`config.mk`:
```
export PLATFORM = sky130hd
export DESIGN_NAME = core_bus_arbiter_rr
export DESIGN_NICKNAME = d
export VERILOG_FILES = /design/src/rtl/core_bus_arbiter_rr_pkg.sv /design/src/rtl/core_arbiter_rr_pick.sv /design/src/rtl/core_bus_arbiter_rr.sv
export SDC_FILE = /design/constraint.sdc
export NUM_CORES = 1
export LEC_CHECK = 0
export CORE_ASPECT_RATIO = 1.25
export CORE_MARGIN = 4
export CORE_UTILIZATION = 45
export CTS_BUF_LIST = sky130_fd_sc_hd__clkbuf_16
export CTS_CLUSTER_DIAMETER = 60
export DETAILED_ROUTE_END_ITERATION = 8
export GPL_ROUTABILITY_DRIVEN = 1
export PLACE_DENSITY_LB_ADDON = 0.05
export RECOVER_POWER = 50
export SLEW_MARGIN = 20
export SYNTH_ARGS = -nofsm -noshare
export SYNTH_HDL_FRONTEND = slang
export SYNTH_SLANG_ARGS = --single-unit
```
`constraint.sdc`:
```
create_clock -name clk -period 5.6 [get_ports clk]
set_input_delay 1.68 -clock clk [delete_from_list [all_inputs] [get_ports clk]]
set_output_delay 1.68 -clock clk [all_outputs]
set_load 0.005 [all_outputs]
```
`src/rtl/core_bus_arbiter_rr_pkg.sv`:
```
// Shared types for the core memory bus arbiter: bus word/pointer, arbiter state, index width helper.
package core_bus_arbiter_rr_pkg;

    localparam int ARB_MASTERS = 3;
    localparam int ARB_IDX_W   = (ARB_MASTERS > 1) ? $clog2(ARB_MASTERS) : 1;

    typedef logic [31:0]          word_t;
    typedef logic [29:0]          ptr_t;
    typedef logic [ARB_IDX_W-1:0] arb_idx_t;

    typedef enum logic {ARB_IDLE, ARB_BUSY} arb_state_e;

    localparam logic [3:0] ARB_BE_ALL = 4'b1111;

    // Index width for an arbitrary master count; never below one bit.
    function automatic int arb_idx_w(input int masters);
        return (masters > 1) ? $clog2(masters) : 1;
    endfunction

endpackage

```
`src/rtl/core_arbiter_rr_pick.sv`:
```
// Rotating priority encoder: first set bit of req strictly after rr, wrapping modulo MASTERS.
// Purely combinational, zero latency; no backpressure of its own.
module core_arbiter_rr_pick
    import core_bus_arbiter_rr_pkg::*;
#(
    parameter int MASTERS = 3,
    parameter int IW      = arb_idx_w(MASTERS)
) (
    input  logic [MASTERS-1:0] req,
    input  logic [IW-1:0]      rr,
    output logic               vld,
    output logic [IW-1:0]      idx
);

    always_comb begin
        vld = 1'b0;
        idx = '0;
        for (int k = 1; k <= MASTERS; k++) begin
            if (!vld && req[(int'(rr) + k) % MASTERS]) begin
                vld = 1'b1;
                idx = IW'((int'(rr) + k) % MASTERS);
            end
        end
    end

endmodule

```
`src/rtl/core_bus_arbiter_rr.sv`:
```
// N-master round-robin arbiter for the core memory bus, one transaction outstanding, per-master pending slot.
// Zero-latency issue when free; masters are held off by their pend slot until granted. Macro: CORE_ARBITER_LOCK_EN.
module core_bus_arbiter_rr
    import core_bus_arbiter_rr_pkg::*;
#(
    parameter int         MASTERS    = 3,
    parameter logic [7:0] WRITE_MASK = 8'b0000_0110
) (
    input  logic                   clk,
    input  logic                   rst_n,
    input  logic                   bus_ready,
    input  logic [31:0]            bus_data_rd,
    output logic                   bus_start,
    output logic                   bus_write,
    output logic [29:0]            bus_addr,
    output logic [31:0]            bus_data_wr,
    output logic [3:0]             bus_data_be,
    input  logic [MASTERS-1:0]     m_start,
    input  logic [MASTERS-1:0]     m_write,
    input  logic [MASTERS*30-1:0]  m_addr,
    input  logic [MASTERS*32-1:0]  m_data_wr,
    input  logic [MASTERS*4-1:0]   m_data_be,
`ifdef CORE_ARBITER_LOCK_EN
    input  logic [MASTERS-1:0]     m_lock,
`endif
    output logic [MASTERS-1:0]     m_ready,
    output logic [31:0]            m_data_rd
);

    localparam int IW = arb_idx_w(MASTERS);

    arb_state_e               state_q, state_d;
    logic [IW-1:0]            owner_q, owner_d;
    logic [IW-1:0]            rr_q, rr_d;
    logic [MASTERS-1:0]       pend_q, pend_d;
    logic [MASTERS-1:0]       pend_wr_q, pend_wr_d;
    ptr_t  [MASTERS-1:0]      pend_addr_q, pend_addr_d;
    word_t [MASTERS-1:0]      pend_data_q, pend_data_d;
    logic  [MASTERS-1:0][3:0] pend_be_q, pend_be_d;

    logic               free, issue, rr_adv;
    logic [MASTERS-1:0] own_busy, start_ok, req, req_eff;
    logic               pick_vld;
    logic [IW-1:0]      pick_idx;
    logic               sel_wr;
    ptr_t               sel_addr;
    word_t              sel_data;
    logic [3:0]         sel_be;

    assign free = (state_q == ARB_IDLE) || bus_ready;

    // A master still owning an uncompleted transaction may not request again.
    always_comb begin
        own_busy = '0;
        if (state_q == ARB_BUSY && !bus_ready) own_busy[owner_q] = 1'b1;
    end

    assign start_ok = m_start & ~pend_q & ~own_busy;
    assign req      = start_ok | pend_q;

`ifdef CORE_ARBITER_LOCK_EN
    logic lock_q, lock_d, lock_act;
    logic [MASTERS-1:0] owner_oh;

    // Lock state is re-evaluated at every completion; the new value already applies to the same-cycle grant.
    assign lock_act = (state_q == ARB_BUSY && bus_ready) ? m_lock[owner_q] : lock_q;
    assign lock_d   = lock_act;
    always_comb begin
        owner_oh          = '0;
        owner_oh[owner_q] = 1'b1;
    end
    assign req_eff = lock_act ? (req & owner_oh) : req;
    assign rr_adv  = issue && !lock_act;

    always_ff @(posedge clk or negedge rst_n) begin
        if (!rst_n) lock_q <= 1'b0;
        else        lock_q <= lock_d;
    end
`else
    assign req_eff = req;
    assign rr_adv  = issue;
`endif

    core_arbiter_rr_pick #(.MASTERS(MASTERS), .IW(IW)) u_pick (
        .req (req_eff),
        .rr  (rr_q),
        .vld (pick_vld),
        .idx (pick_idx)
    );

    assign issue = rst_n && free && pick_vld;

    always_comb begin
        if (pend_q[pick_idx]) begin
            sel_wr   = pend_wr_q[pick_idx];
            sel_addr = pend_addr_q[pick_idx];
            sel_data = pend_data_q[pick_idx];
            sel_be   = pend_be_q[pick_idx];
        end else begin
            sel_wr   = m_write[pick_idx];
            sel_addr = m_addr[int'(pick_idx)*30 +: 30];
            sel_data = m_data_wr[int'(pick_idx)*32 +: 32];
            sel_be   = m_data_be[int'(pick_idx)*4 +: 4];
        end
    end

    assign bus_start   = issue;
    assign bus_write   = issue && sel_wr && WRITE_MASK[pick_idx];
    assign bus_addr    = issue ? sel_addr : '0;
    assign bus_data_wr = issue ? sel_data : '0;
    assign bus_data_be = !issue ? 4'b0000 : (WRITE_MASK[pick_idx] ? sel_be : ARB_BE_ALL);

    always_comb begin
        m_ready = '0;
        if (state_q == ARB_BUSY) m_ready[owner_q] = bus_ready;
    end
    assign m_data_rd = bus_data_rd;

    always_comb begin
        state_d     = state_q;
        owner_d     = owner_q;
        rr_d        = rr_q;
        pend_d      = pend_q;
        pend_wr_d   = pend_wr_q;
        pend_addr_d = pend_addr_q;
        pend_data_d = pend_data_q;
        pend_be_d   = pend_be_q;
        if (free) state_d = issue ? ARB_BUSY : ARB_IDLE;
        if (issue) owner_d = pick_idx;
        if (rr_adv) rr_d = pick_idx;
        for (int i = 0; i < MASTERS; i++) begin
            if (issue && pick_idx == IW'(i)) begin
                pend_d[i] = 1'b0;
            end else if (start_ok[i]) begin
                pend_d[i]      = 1'b1;
                pend_wr_d[i]   = m_write[i];
                pend_addr_d[i] = m_addr[i*30 +: 30];
                pend_data_d[i] = m_data_wr[i*32 +: 32];
                pend_be_d[i]   = m_data_be[i*4 +: 4];
            end
        end
    end

    always_ff @(posedge clk or negedge rst_n) begin
        if (!rst_n) begin
            state_q     <= ARB_IDLE;
            owner_q     <= '0;
            rr_q        <= IW'(MASTERS - 1);
            pend_q      <= '0;
            pend_wr_q   <= '0;
            pend_addr_q <= '0;
            pend_data_q <= '0;
            pend_be_q   <= '0;
        end else begin
            state_q     <= state_d;
            owner_q     <= owner_d;
            rr_q        <= rr_d;
            pend_q      <= pend_d;
            pend_wr_q   <= pend_wr_d;
            pend_addr_q <= pend_addr_d;
            pend_data_q <= pend_data_d;
            pend_be_q   <= pend_be_d;
        end
    end

    a_no_rerequest: assert property (@(posedge clk) disable iff (!rst_n)
        (m_start & (pend_q | own_busy)) == '0);

endmodule
```
Word-level counts from Yosys, hierarchy flattened

Cells that the tools add are included.

ROM bits: 0
RAM bits: 0
Input port bits: 239
Logic and storage cells: 117
Output and inout port bits: 103
Flip-flop bits (word level): 209
Bits in latches: 0
Memories kept: 0

Order comparisons: 7
$mul: 1
Eq/ne operators: 2
Div/mod/pow operators: 3
Reductions and logical operators: 22
Muxes and demuxes: 48
Bitwise operators: 10
Add/sub/neg operators: 3
Shift operators: 3

Operator list:

| cell                    | number |
|---|---|
| $lt A32 B4 Y1 const B   | 3 |
| $mod A32 B3 Y32 const B | 3 |
| $mux W32                | 3 |
| $shiftx A96 B8 Y32      | 1 |
| $mux W30                | 3 |
| $shiftx A90 B8 Y30      | 1 |
| $bmux W32 S2            | 1 |
| $bmux W30 S2            | 1 |
| $mux W1                 | 22 |
| $mux W4                 | 4 |
| $bmux W1 S2             | 7 |
| $shiftx A12 B5 Y4       | 1 |
| $logic_and A1 B1 Y1     | 11 |
| $and A3 B3 Y3           | 3 |
| $bmux W4 S2             | 1 |
| $add A2 B2 Y3 const B   | 2 |
| $lt A2 B3 Y1 const B    | 2 |
| $mul A2 B4 Y6 const B   | 1 |
| $mux W2                 | 3 |
| $mux W3                 | 2 |
| $not A3 Y3              | 2 |
| $reduce_and A2 Y1       | 3 |
| $reduce_bool A2 Y1      | 3 |
| $lt A2 B4 Y1 const B    | 1 |
| other kinds (10)        | 15 |

Depth between registers and ports, before layout

Gate-level depths: netlist (run 1).

Depth after elaboration: 23
Depth in mapped cells: 15

By module

A second synthesis (run 1) with hierarchy kept.

Cell total of the unflattened synthesis: 994
Area total of the unflattened synthesis: 11681.2 µm²

By module, submodules not included:

| module               | times used | area each (µm²) | seq. area each (µm²) | cells each |
|---|---|---|---|---|
| core_bus_arbiter_rr  | 1          | 11549.8         | 5206.2               | 974 |
| core_arbiter_rr_pick | 1          | 131.4           | 0.0                  | 20 |

Least setup slack after synthesis (run 1)

OpenSTA, ideal clock, no wires.

Kind: in2out
Start: in bus_ready
End: out bus_data_be[0]
Arrival time: 3964 ps
Stages on the path: 9
Slack: -44 ps
Path buffers: 3
Cells stage by stage: or4b_1 a311o_1 nor3_2 inv_2 clkbuf_1 clkbuf_1 buf_2 a31o_2 a221oi_1

Word-level cells in the longest chain between the ends: 21

RTL lines:

| item                                                             | RTL line                   | text |
|---|---|---|
| from (decl)                                                      | core_bus_arbiter_rr.sv:11  | `input logic bus_ready,` |
| parallel branches: the longest is 20 deep, another holds $mux W3 | --                         |  |
| $mux W4 *                                                        | core_bus_arbiter_rr.sv:111 | `assign bus_data_be = !issue ? 4'b0000 : (WRITE_MASK[pick_idx] ? sel_be : ARB_BE_ALL);` |
| to (decl)                                                        | core_bus_arbiter_rr.sv:17  | `output logic [3:0] bus_data_be,` |

Mark *: on every way between the ends. The select of a mux whose other input is x is not followed.

Worst setup path in the final report (run 1)

Start: in bus_ready
End: out bus_data_wr[5]

Word-level cells in the longest chain between the ends: 20

RTL lines:

| item                                                             | RTL line                   | text |
|---|---|---|
| parallel branches: the longest is 19 deep, another holds $mux W3 | --                         |  |
| $mux W32 *                                                       | core_bus_arbiter_rr.sv:110 | `assign bus_data_wr = issue ? sel_data : '0;` |
| to (decl)                                                        | core_bus_arbiter_rr.sv:16  | `output logic [31:0] bus_data_wr,` |

Marked as above.

==> key figures, run 1 <==
Status
  • Outcome: complete, but fails checks
  • Failing checks: capacitance limit, slew limit, setup timing

STA
  • Setup WS post-layout: -0.564 ns
  • RSZ-0062 raised after global routing: true
  • Worst Hold Slack: 0.504 ns
  • Finish-stage setup viols: 67
  • Fin. Hold Viols: 0
  • Max_slew headroom: -16.1%
  • Slew @ Worst Pin: 1.74 ns
  • Final Max Tran Viols: between 60 and 70
  • Clk_skew: 0.00687 ns
  • Fmax: 0.162 GHz
  • Tcrit/Tclk final: 110%
  • Final min period: 6.16 ns
  • Setup_tns: -26.26 ns

Finish
  • Share of cells above drive strength 1: 36.2%
  • Final instance area: 18,300 um2
  • FF+latch area: 5210 um2
  • Area added between synthesis and finish: 44.0%
  • Nets: 1,781
  • Multi-input logic area: 7330 um2
  • Fillers: 2,191

Power
  • Peak supply drop: 0.000583 V
  • Leak: 7.82 nW
  • Pwr/cell area: 825 nW/um2

Place
  • RD Place Congestion: 0.879
  • Hpwl dp: 27.7 mm
  • Dpl cell area: 16,100 um2
  • PortBufs: between 200 and 300

Die
  • Core Area: 27,700 um2
  • IO Pins: approximately 340
  • Die Area: 31,000 um2
  • Initial Util: 45.8%
  • # rows: 68
  • Die Y-Extent: slightly below 200 um
  • Chip width: 158 um

Job
  • # Max-Cap Violations: 1

Synth
  • Multiplexer share of the synthesized area: around 23%
  • Post-Synth XOR/XNOR Area: 0%
  • Ys async rst share: 100%
  • Post-synth cell types: 47
  • Synthesized net count: between 1,000 and 1,500
  • YS warnings: 0
  • Sequential area share after synthesis: 41.0%
  • Synth Area in Compound Gates: a little under a fifth
  • Yosys reg bits: 208
  • Largest area contributor in the netlist: dfrtp_1
  • Most common cell in the netlist: dfrtp_1
  • Post-Syn Instances: 1,251
  • Ys flop type: dfrtp_1
  • Main combinational cell family by area after synthesis: multiplexers
  • Number of synthesized flops with an enable pin: 0
  • Avg Inst Size Synth: 10.2 um2
  • Post-Synth Adder-Cell Area: 0.394%
  • Top cell type's share of synthesized area: 40.8%
  • Simple-gate share of the synthesized area: about 8.9%
  • Synthesized area: 12,700 um2
  • Largest cells by area after synthesis: dfrtp_1 41%, mux2_2 18%, mux2i_1 5.0%
  • Synth top cells by count: 207 x dfrtp_1, 202 x mux2_2, 140 x nor2_1

Global route
  • Largest net degree at the start of global routing: 67
  • First-pass GRT wire length: 68.5 mm
  • Total grt overflow: 0
  • Gr usage total: ~28%
  • Initial antenna violation count: 7
  • Vias in the first global route: approximately 12,000

Clock network
  • Worst-Skew Late Latency: 0.51 ns
  • Reg clk slew, reported paths: around 0.06 ns
  • Sink Count: 208
  • CTS tree: yes
  • Clock Path Buffers: 3
  • Clock Tree Root: clkbuf_16
  • H-tree levels: 1
  • Cts bufs inserted: 23

Setup path
  • R2R Setup Slk: 1.75 ns
  • Data required, critical path: 3.92 ns
  • Crit path launch type: input pin
  • Critical path endpoint category: primary output
  • Crit path max fanout: 4
  • Arr. time, crit path: 4.48 ns
  • Crit Path Category: input pin to primary output

Drt
  • Antenna-violating nets left: 0
  • DR pass1 iterations: 5
  • DRC: 0
  • Post-DR vias/cell: between 6 and 7
  • Initial DRC Count: 774
  • Drt wl/cell: roughly 24 um
  • Vias post-DR: 11,700
  • Final WL: 46.2 mm

Hold path
  • Worst min-delay path category: register to register
## worst max-delay path, stage by stage
cell and delay [ns]:
buf_6 0.09, or4b_4 0.53, a311o_1 0.39, nor3_4 0.22, inv_6 0.05, a211o_4 0.37
buf_12 0.14, buf_12 0.12, buf_12 0.12, buf_8 0.12, buf_8 0.12, a221oi_4 0.24
o21a_1 0.16, buf_2 0.12
## metal layers
| layer | track usage, % | part of all wire (%) | up-vias |
|---|---|---|---|
| met2 | 47.5 | 50 | 446 |
| met5 | 0 | 0.13 | - |
| met4 | 9.77 | 3.6 | 10 |
| li1 | - | - | 5257 |
| met1 | 35.8 | 40 | 5918 |
| met3 | 4.72 | 5.9 | 109 |
## sequential cells by signal, summed over array words and instances (netlist names)
name         flops
owner_q          2
pend_addr_q     90
pend_be_q       12
pend_data_q     96
pend_q           3
pend_wr_q        3
rr_q             1
state_q          1
## cells by family (layout without fill, tap and decap cells)
kind of cell,after synthesis,in the layout
flops,208,208
simple gates,239,239
fa+ha+maj,4,4
other cells,0,2
compound gates,296,296
mux,265,265
buf+inv,239,542
## path summary, 6_finish.rpt
path,endpoint,from,depth (start not counted)
worst min register to register,pend_data_q[56],pend_data_q[56],1
worst min-delay path,pend_data_q[56],pend_data_q[56],1
min in group asynchronous,pend_addr_q[65],rst_n,2
max in group asynchronous,pend_addr_q[14],rst_n,4
worst max register to register,pend_addr_q[41],rr_q[1],14
worst max-delay path,bus_data_wr[5],bus_ready,14
## power by group
part | leakage (nW) | switching, mW | internal, mW | total, mW
Clock | 0.329 | 0.621 | 0.742 | 1.36
Combinational | 5.00 | 5.43 | 5.64 | 11.1
Sequential | 2.49 | 0.394 | 2.26 | 2.65
## layout make-up
cell class                      count  share of cell area [%]
Sequential cell                   208                    28.4
Clock buffer                       23                    3.15
Antenna cell                        2                  0.0273
Clock inverter                     18                   0.431
Inverter                           76                    1.65
Tap cell                          350                    2.39
Multi-Input combinational cell    804                    40.1
Timing Repair Buffer              425                    23.9
## what timing repair did
item                                    CTS  global route
buffers inserted                         46            16
endpoints found under the setup margin   68            68
hold buffers                              0             0
hold endpoints to repair                  0             0
gates resized for setup                 376            90
gates cloned                             10             3
pin swaps                                85            82
## layout by cell type (no fill, tap or decap), types with 4 or more instances in the layout
cell type        netlist  final
buf_8                  0     10
buf_4                 32     63
clkdlybuf4s50_1        0    206
buf_12                 0     36
a21oi_1                7      4
nor4_2                 0     16
a221oi_4               0      9
mux2i_1               63     62
o21a_1                62     62
a41oi_1               64     64
a221oi_2               0     54
nand2_1               15     15
clkinv_1               0     11
buf_2                 24     61
a31o_2                 6      6
clkbuf_16              0     26
clkbuf_2               0      7
nor4_1                63     39
o21ai_0                6      6
mux2_2               202    202
nor4_4                 0      8
nor2_1               140    139
a211oi_1              66     64
dfrtp_1              207    207
buf_16                 0      5
inv_1                 75     75
buf_6                  0     26
## per-stage QoR
| stage | setup WS (ns) | total power [mW] | utilization [%] | cells |
|---|---|---|---|---|
| finish | -0.564 | 15.1 | 66.0 | 1906 |
| global route | -0.639 | 15.9 | 66.0 | 1906 |
| CTS | -0.652 | 14.3 | 64.5 | 1891 |
| detailed placement | -1.03 | 10.9 | 58.1 | 1796 |
| global placement | -1.01 | 10.7 | 58.1 | 1796 |
| floorplan | 0.00196 | 7.71 | - | 1251 |
No activity file was read; power rests on OpenSTA's default activity.
==> run 2: changes to the inputs <==
Settings changed: CORE_UTILIZATION 45 to 42, CTS_CLUSTER_SIZE set to 12.
==> run 2 against run 1 <==
The flow still finishes with violations (capacitance limit, slew limit, setup timing). Flip-flop and latch count stayed put. Highest routed layer unchanged. Cell count grew 3.8%. Die area grew 6.8%. Non-clock buffer count increased by 35. Largest power group unchanged. Utilization is 1.4 points lower. Cell area is 4.1% higher.
==> key figures, run 2 (synthesized netlist as in run 1, its figures left out) <==
Hold path
  • Worst Hold Depth: 1
  • Worst min-delay path category: register to register
  • Hold Path End: pend_addr_q[0]
  • Worst Min Path Start: pend_addr_q[0]

STA
  • RSZ-0062 raised after global routing: true
  • Tcrit/Tclk final: 110%
  • Max_slew headroom: -155%
  • Final Max Tran Viols: approximately 140
  • Fin. Hold Viols: 0
  • Slew @ Worst Pin: 3.82 ns
  • Final min period: 6.18 ns
  • Setup WS post-layout: -0.580 ns
  • Fmax: 0.162 GHz
  • Clk_skew: 0.0163 ns
  • Finish-stage setup viols: approximately 70

Die
  • Chip width: 164 um
  • # rows: 70
  • Die Y-Extent: between 200 and 250 um
  • Core Area: 29,500 um2
  • Initial Util: a little over two fifths
  • IO Pins: 342
  • Die Area: 33,100 um2

Clock network
  • Cts bufs inserted: 21
  • Clock Path Buffers: 3
  • Sink Count: 208
  • CTS tree: yes
  • Worst-Skew Late Latency: about 0.50 ns
  • Reg clk slew, reported paths: ~0.06 ns
  • Hold_buf cts: 0
  • Clock Tree Root: clkbuf_16
  • H-tree levels: 1

Global route
  • Gr usage total: ~28%
  • Initial antenna violation count: 5
  • First-pass GRT wire length: 72.4 mm
  • Vias in the first global route: 12,400
  • Total grt overflow: 0
  • Largest net degree at the start of global routing: between 100 and 150

Setup path
  • Worst R2R End: pend_be_q[3]
  • Crit path max fanout: 4
  • Arr. time, crit path: between 4 and 5 ns
  • Cell Chain, Critical Path: buf_6 > or4b_4 > a311o_1 > nor3_4 > clkinv_4 > buf_12 > a211oi_4 > buf_6 > buf_6 > buf_6 > buf_12 > buf_6 > buf_6 > nor4_4 > o21a_1 > clkbuf_2
  • R2R depth: 13
  • Worst path max stage delay: about 0.49 ns
  • CP max stage cell: or4b_4
  • R2R Setup Slk: around 1.8 ns
  • Crit path launch type: input pin
  • Crit path top cell by count: buf_6
  • R2R Path Start: owner_q[0]
  • Critical path endpoint category: primary output
  • Crit Path Category: input pin to primary output
  • Data required, critical path: 3.92 ns

Drt
  • Post-DR vias/cell: between 5 and 6
  • DRC: 0
  • Initial DRC Count: 739
  • Drt wl/cell: 24.8 um
  • Vias post-DR: 11,800
  • DR pass1 iterations: 5
  • Final WL: around 49 mm
  • Antenna-violating nets left: 0

Finish
  • Top Registers: pend_data_q (96), pend_addr_q (90), pend_be_q (12)
  • Fillers: between 2,000 and 2,500
  • Max reg flops: 96
  • Most common cell after layout, fill and taps aside: dfrtp_1
  • Biggest register: pend_data_q
  • Final core utilization: 64.5%
  • Final instance area: around 19,000 um2
  • Share of cells above drive strength 1: 38.8%
  • Area added between synthesis and finish: 49.9%
  • Final Non-Filler Cells: 1,978
  • Nets: between 1,500 and 2,000
  • Commonest cells after routing, fill and taps aside: 207 x dfrtp_1, 205 x clkdlybuf4s50_1, 202 x mux2_2

Power
  • Pwr/cell area: 837 nW/um2
  • Tot Pwr: 15.9 mW
  • Leak: 8.14 nW
  • Peak supply drop: around 0.00041 V

Status
  • Outcome: complete, but fails checks
  • Failing checks: capacitance limit, slew limit, setup timing

Place
  • PortBufs: 277
  • Placed insts: approximately 1,800
  • Dpl cell area: 16,400 um2
  • RD Place Congestion: 0.869
  • Hpwl dp: around 28 mm

Job
  • # Max-Cap Violations: 1
==> run 2: worst max-delay path, delay by kind of cell <==
family          cells  cell delay [ns]
compound gates      3             0.86
buf+inv            10             1.10
simple gates        3             0.81
==> run 2: report_power, final <==
| group | internal (mW) | switching [mW] | leakage (nW) |
|---|---|---|---|
| registers | 2.26 | 0.402 | 2.49 |
| clock network | 0.669 | 0.583 | 0.307 |
| logic | 6.29 | 5.74 | 5.34 |
==> run 2: final cells by class <==
cell class / instances / area [um2] / area share, %
diodes: 3 / 7.51 / 0.0394
clock buffers: 21 / 526 / 2.76
clock inverters: 10 / 38.8 / 0.204
inverters: 76 / 307 / 1.61
multi-input cells: 804 / 7450 / 39.1
flip-flops and latches: 208 / 5210 / 27.3
well taps: 396 / 495 / 2.60
repair buffers: 460 / 5020 / 26.4
==> run 2: repair_timing <==
| item | 4_1_cts | 5_1_grt |
|---|---|---|
| cloned | 14 | 10 |
| buffers inserted | 46 | 46 |
| resized for setup | 410 | 123 |
| setup endpoints to repair | 68 | 68 |
| hold endpoints to repair | 0 | 0 |
| pin swaps | 67 | 69 |
==> run 2: metal layers <==
metal | share of wire [%] | vias up | routed length (um) | GRT usage [%]
met5 | 0.067 | - | 33 | 0
met4 | 3.7 | 6 | 1810 | 11.2
met3 | 5.6 | 110 | 2720 | 4.43
met2 | 51 | 428 | 24900 | 48.7
met1 | 40 | 6001 | 19500 | 33.6
li1 | - | 5299 | - | -
==> run 2: how the worst max path moves through the flow <==
stage | startpoint | to | slack [ns] | depth (start not counted)
2_1_floorplan | bus_ready | bus_data_be[0] | 0.002 | 9
3_3_place_gp | bus_ready | bus_data_be[3] | -1.06 | 10
3_5_place_dp | bus_ready | bus_data_be[3] | -1.08 | 10
4_1_cts | bus_ready | bus_addr[9] | -0.63 | 14
5_1_grt | bus_ready | bus_addr[8] | -0.68 | 16
6_report | bus_ready | bus_addr[8] | -0.58 | 16
==> run 2: metrics by stage <==
stage / TNS (ns) / setup slack [ns] / hold slack, ns
floorplan: 0 / 0.00196 / 0.479
global placement: -65.63 / -1.06 / 0.487
detailed placement: -66.43 / -1.08 / 0.493
CTS: -21.49 / -0.626 / 0.507
global route: -64.57 / -0.678 / 0.510
finish: -30.89 / -0.580 / 0.504
